==> src/rtl/register_file_pkg.sv <==
// Shared constants and types for the RV32I register file and its debug dump port.
package register_file_pkg;

    localparam int REG_ADDR_W = 5;
    localparam int XLEN       = 32;

    localparam logic [REG_ADDR_W-1:0] X0 = '0;

    typedef enum logic {
        IDLE = 1'b0,
        SEND = 1'b1
    } dump_state_e;

endpackage

==> src/rtl/regfile_dump_ctrl.sv <==
// Dump sequencer: walks the register file one beat per handshake, snapshotting each value on load.
module regfile_dump_ctrl
    import register_file_pkg::*;
#(
    parameter int NREG  = 32,
    parameter int WIDTH = XLEN,
    parameter int AW    = $clog2(NREG)
) (
    input  logic             clk,
    input  logic             rst,
    input  logic             dump_start,
    input  logic             dump_ready,
    output logic [AW-1:0]    rd_idx,
    input  logic [WIDTH-1:0] rd_data,
    output logic             dump_valid,
    output logic [AW-1:0]    dump_idx,
    output logic [WIDTH-1:0] dump_data,
    output logic             dump_busy,
    output logic             dump_done
);

    dump_state_e state, state_nx;
    logic        last;

    assign last   = (dump_idx == AW'(NREG - 1));
    // Index being loaded on the next accepted beat; the top forwards same-edge writes into it.
    assign rd_idx = dump_idx + 1'b1;

    always_ff @(posedge clk or negedge rst) begin
        if (!rst) state <= IDLE;
        else      state <= state_nx;
    end

    always_comb begin
        state_nx   = state;
        dump_valid = 1'b0;
        dump_busy  = 1'b0;
        case (state)
            IDLE: if (dump_start) state_nx = SEND;
            SEND: begin
                dump_valid = 1'b1;
                dump_busy  = 1'b1;
                if (dump_ready && last) state_nx = IDLE;
            end
            default: state_nx = IDLE;
        endcase
    end

    always_ff @(posedge clk or negedge rst) begin
        if (!rst) begin
            dump_idx  <= '0;
            dump_data <= '0;
            dump_done <= 1'b0;
        end else begin
            dump_done <= 1'b0;
            case (state)
                IDLE: if (dump_start) begin
                    dump_idx  <= AW'(X0);
                    dump_data <= '0;
                end
                SEND: if (dump_ready) begin
                    if (last) begin
                        dump_done <= 1'b1;
                    end else begin
                        dump_idx  <= rd_idx;
                        dump_data <= rd_data;
                    end
                end
                default: ;
            endcase
        end
    end

endmodule

==> src/rtl/register_file.sv <==
// RV32I integer register file: one write port, two combinational read ports, x0 tied to zero, debug dump.
module register_file
    import register_file_pkg::*;
#(
    parameter int NREG   = 32,
    parameter int WIDTH  = XLEN,
    parameter bit BYPASS = 1'b1,
    parameter int AW     = $clog2(NREG)
) (
    input  logic             clk,
    input  logic             rst,
    input  logic             write_n,
    input  logic [AW-1:0]    wa,
    input  logic [WIDTH-1:0] in,
    input  logic [AW-1:0]    ra1,
    input  logic [AW-1:0]    ra2,
    output logic [WIDTH-1:0] out1,
    output logic [WIDTH-1:0] out2,
    input  logic             dump_start,
    output logic             dump_valid,
    input  logic             dump_ready,
    output logic [AW-1:0]    dump_idx,
    output logic [WIDTH-1:0] dump_data,
    output logic             dump_busy,
    output logic             dump_done
);

    logic [WIDTH-1:0] regs [NREG];
    logic [AW-1:0]    dump_rd_idx;
    logic [WIDTH-1:0] dump_rd_data;

    always_ff @(posedge clk or negedge rst) begin
        if (!rst) begin
            for (int i = 0; i < NREG; i++) regs[i] <= '0;
        end else if (!write_n && wa != AW'(X0)) begin
            regs[wa] <= in;
        end
    end

    // fwd selects whether an in-flight write is visible to this reader.
    function automatic logic [WIDTH-1:0] rd_port(input logic [AW-1:0] a, input logic fwd);
        if (a == AW'(X0))                return '0;
        if (fwd && !write_n && wa == a)  return in;
        return regs[a];
    endfunction

    assign out1 = rd_port(ra1, BYPASS);
    assign out2 = rd_port(ra2, BYPASS);

    // The dump beat must reflect the post-edge value, so it always forwards.
    assign dump_rd_data = rd_port(dump_rd_idx, 1'b1);

    regfile_dump_ctrl #(
        .NREG  (NREG),
        .WIDTH (WIDTH),
        .AW    (AW)
    ) u_dump (
        .clk        (clk),
        .rst        (rst),
        .dump_start (dump_start),
        .dump_ready (dump_ready),
        .rd_idx     (dump_rd_idx),
        .rd_data    (dump_rd_data),
        .dump_valid (dump_valid),
        .dump_idx   (dump_idx),
        .dump_data  (dump_data),
        .dump_busy  (dump_busy),
        .dump_done  (dump_done)
    );

endmodule

==> config.mk <==
export PLATFORM = sky130hd
export DESIGN_NAME = register_file
export DESIGN_NICKNAME = d
export VERILOG_FILES = /design/src/rtl/register_file_pkg.sv /design/src/rtl/regfile_dump_ctrl.sv /design/src/rtl/register_file.sv
export SDC_FILE = /design/constraint.sdc
export NUM_CORES = 2
export LEC_CHECK = 0
export ABC_CLOCK_PERIOD_IN_PS = 8800
export BUFFER_PORTS_ARGS = -buffer_cell sky130_fd_sc_hd__buf_2
export CAP_MARGIN = 20
export CORE_ASPECT_RATIO = 1.2
export CORE_MARGIN = 2
export CORE_UTILIZATION = 35
export DETAILED_ROUTE_END_ITERATION = 8
export SLEW_MARGIN = 40
export SYNTH_ARGS = -nofsm -noshare
export SYNTH_HDL_FRONTEND = slang
export SYNTH_HIERARCHICAL = 1
export SYNTH_SLANG_ARGS = --single-unit
export TNS_END_PERCENT = 5
==> constraint.sdc <==
create_clock -name clk -period 8.8 [get_ports clk]
set_clock_uncertainty 0.1 [all_clocks]
set_input_delay 0.44 -clock clk [delete_from_list [all_inputs] [get_ports clk]]
set_output_delay 0.44 -clock clk [all_outputs]
set_load 0.05 [all_outputs]
==> run summary <==
Synth Net Count: 4867
Slew Limit Headroom: 36.1%
WP data required: 8.26 ns
Placed Cells: 6979
Internal reg-to-reg setup slack: 3.88 ns
Status: complete, no violations
IO Count: 156
Worst-margin pin slew: 0.959 ns
Sw Share: 37.4%
Top cell type's share of synthesized area: 40.6%
Worst-path fanout max: 65
Worst-Skew Late Latency: 0.80 ns
Vias in the first global route: 48.2k
Ys async rst share: 100%
Die height: 478 um
DR pass1 iterations: 5
Initial antenna violation count: 20
Endpoint of the worst register-to-register path: u_dump/dump_data[29]$_DFFE_PN0P_
Iter 0 DRT Violations: 7217
Core area: 186000 um2
Reg-to-Reg Start: u_dump/dump_idx[0]$_DFFE_PN0P_
Switching pwr: 7290 uW
WS Path Type: input pin to output pin
Die Width: 399 um
Hold Fails Final Rpt: 0
Biggest area consumer among synthesized cells: dfrtp_1
Cells on worst reg2reg path: 11
Pwr Density: 268 nW/um2
P_leak: 0.0303 uW
YS warnings: 6
Setup Buffers After CTS: 0
Total Power: 19500 uW
Drc violations: 0
Max-slew violation count: 0
WP data arrival: 4.61 ns
Most used flip-flop cell after synthesis: dfrtp_1
Most frequent cells in the layout: mux2_2 (1079), dfrtp_1 (1063), mux4_2 (569)
Fin nets: 4713
Die Area: 191000 um2
Cell variety after synth: 68
Combinational share of power: 37.3%
Inserted Clock Buffers: 119
Hold crit path type: input pin to async pin
CTS Buffer Depth: 3
Layout cells sized above 1: 47.2%
Largest net degree at the start of global routing: 151
Worst vdd ir: 0.000229 V
Final setup viols: 0
Achievable clock frequency: 194 MHz
Port Buffers: 155
Number of synthesized flops with an enable pin: 0
DR WL/cell: 37.1 um
Routed Antenna Nets: 0
Delay-heaviest family, CP: buffers and inverters
Vias per cell: 6.78
Clock power share: 27.4%
Worst path bufs/invs: 4
Starting Density: 35.3%
Vias post-DR: 48.9k
Post-DP HPWL: 151 mm
Layout area overhead: 11.0%
Cell Int Power: 12200 uW
Row count: 173
Sequential share of power: 35.3%
CTS Sinks: 1063
RSZ-0062 raised after global routing: false
Most common cell after layout, fill and taps aside: mux2_2
Post-Route Setup TNS: 0 ns
Total gr overflow: 0
CP Capture Type: output pin
TritonCTS clock tree: yes
Crit path largest cell delay: 0.66 ns
Fin cells: 7210
H-tree depth: 3
Fill cell count: 17.3k
Synth area leaders: dfrtp_1 (41%), mux4_2 (20%), mux2_2 (19%), mux2i_1 (5.7%), clkbuf_1 (1.7%)
Root buffer cell: clkbuf_16
Synthesized cell area: 65500 um2
Cells after Synth: 4813
Clock Pin Slew Worst Setup and Hold Paths: 0.06 ns
Slowest cell on crit path: buf_4
Post-layout min period: 5.15 ns
Minimum hold slack: 0.0406 ns
Number of synthesized register bits: 1063
Critical Path Source Type: input pin
Mean Syn Cell Area: 13.6 um2
Seq/Total Area, Yosys: 40.6%
Period utilization: 58.6%
Maxcap violations: 0
Final WL: 267 mm
Tot GR Track Use: 27.6%
Worst path cell trace: clkbuf_8, buf_4, buf_4, nor2_1, nand2_1, a211oi_1, a2111oi_2, a21oi_1, a21oi_1, buf_2
First-pass GRT wire length: 376 mm
RePlAce Congestion: 0.866
-- layout make-up --
type | count | area (um2) | share of cell area, %
multi-input cells | 3180 | 36600 | 50.3
repair buffers | 290 | 2280 | 3.14
well taps | 2450 | 3070 | 4.22
clock inverters | 44 | 619 | 0.852
inverters | 5 | 31.3 | 0.0430
diodes | 7 | 17.5 | 0.0241
flip-flops and latches | 1063 | 26600 | 36.6
clock buffers | 171 | 3480 | 4.80
-- logic make-up (layout without fill, tap and decap cells) --
| logic type | count (synthesis) | after routing | synth area share (%) |
|---|---|---|---|
| AO/OA/AOI/OAI | 755 | 755 | 8.16 |
| multiplexers | 2018 | 2018 | 43.8 |
| other | 0 | 7 | 0 |
| buffers and inverters | 570 | 510 | 4.34 |
| flip-flops | 1063 | 1063 | 40.6 |
| adder cells (fa/ha/maj) | 2 | 2 | 0.0382 |
| XOR/XNOR | 17 | 17 | 0.227 |
| AND/OR/NAND/NOR | 388 | 388 | 2.81 |
-- metal layers --
layer  wire length (um)  global-route usage, %
met5                 55                      0
met4              15300                   14.1
met1             104000                   37.9
met3              33200                   7.74
met2             115000                   39.5
-- power groups by stage --
stage / sequential [uW] / combinational [uW] / clock [uW]
finish: 6870 / 7270 / 5340
global route: 6980 / 7530 / 5570
CTS: 6810 / 7120 / 5370
detailed placement: 6900 / 7090 / 0
global placement: 6840 / 6990 / 0
floorplan: 6770 / 4720 / 0
-- flip-flops by register name, summed over array words and instances, names as in the netlist --
register and count:
u_dump/state 1, u_dump/dump_data 32, regs 1024, u_dump/dump_idx 5, u_dump/dump_done 1
-- per-stage QoR --
step / area, um2 / utilization (%) / setup WS (ns)
floorplan: 65500 / - / 5.39
global placement: 67900 / 36.6 / 3.71
detailed placement: 68300 / 36.8 / 3.72
CTS: 72500 / 39.1 / 3.72
global route: 72700 / 39.2 / 3.61
finish: 72700 / 39.2 / 3.65
-- cells in the mapped netlist (21+ instances only) --
cell type  number
mux2_2       1079
dfrtp_1      1063
mux4_2        569
mux2i_1       370
clkbuf_1      288
nand2_1       129
a21oi_1       126
buf_2         125
a22oi_1       112
o22ai_1       111
nor2_1        105
o21ai_0        99
a211oi_1       94
buf_1          61
buf_4          46
buf_6          39
o221ai_1       39
nor2b_1        36
a32o_1         32
nor3_1         31
a22o_2         26
a221o_1        24
a221oi_1       21
-- worst max path at each step --
stage | start | cells after the start | endpoint
after floorplan | wa[3] | 8 | out2[26]
after detailed placement | ra2[1] | 10 | out2[27]
after CTS | ra2[1] | 10 | out2[27]
after global routing | ra2[1] | 10 | out2[27]
final | ra2[1] | 10 | out2[27]
after global placement | ra2[1] | 8 | out2[17]
-- repair_timing --
action | CTS | global route
hold buffers | 4 | 0
gates resized for setup | 0 | 0
endpoints found under the hold margin | 210 | 0
-- worst reg2reg max path, cell delays in order, from the launching register on --
cell	delay, ns
dfrtp_1	0.53
ha_4	0.27
and3_1	0.21
ha_4	0.76
buf_4	0.62
nand2b_1	0.56
buf_4	0.43
o22ai_1	0.16
a2111oi_0	0.66
a311oi_1	0.11
a21oi_1	0.24
a22o_2	0.18
Note: power is estimated with default switching activity, not from simulation.
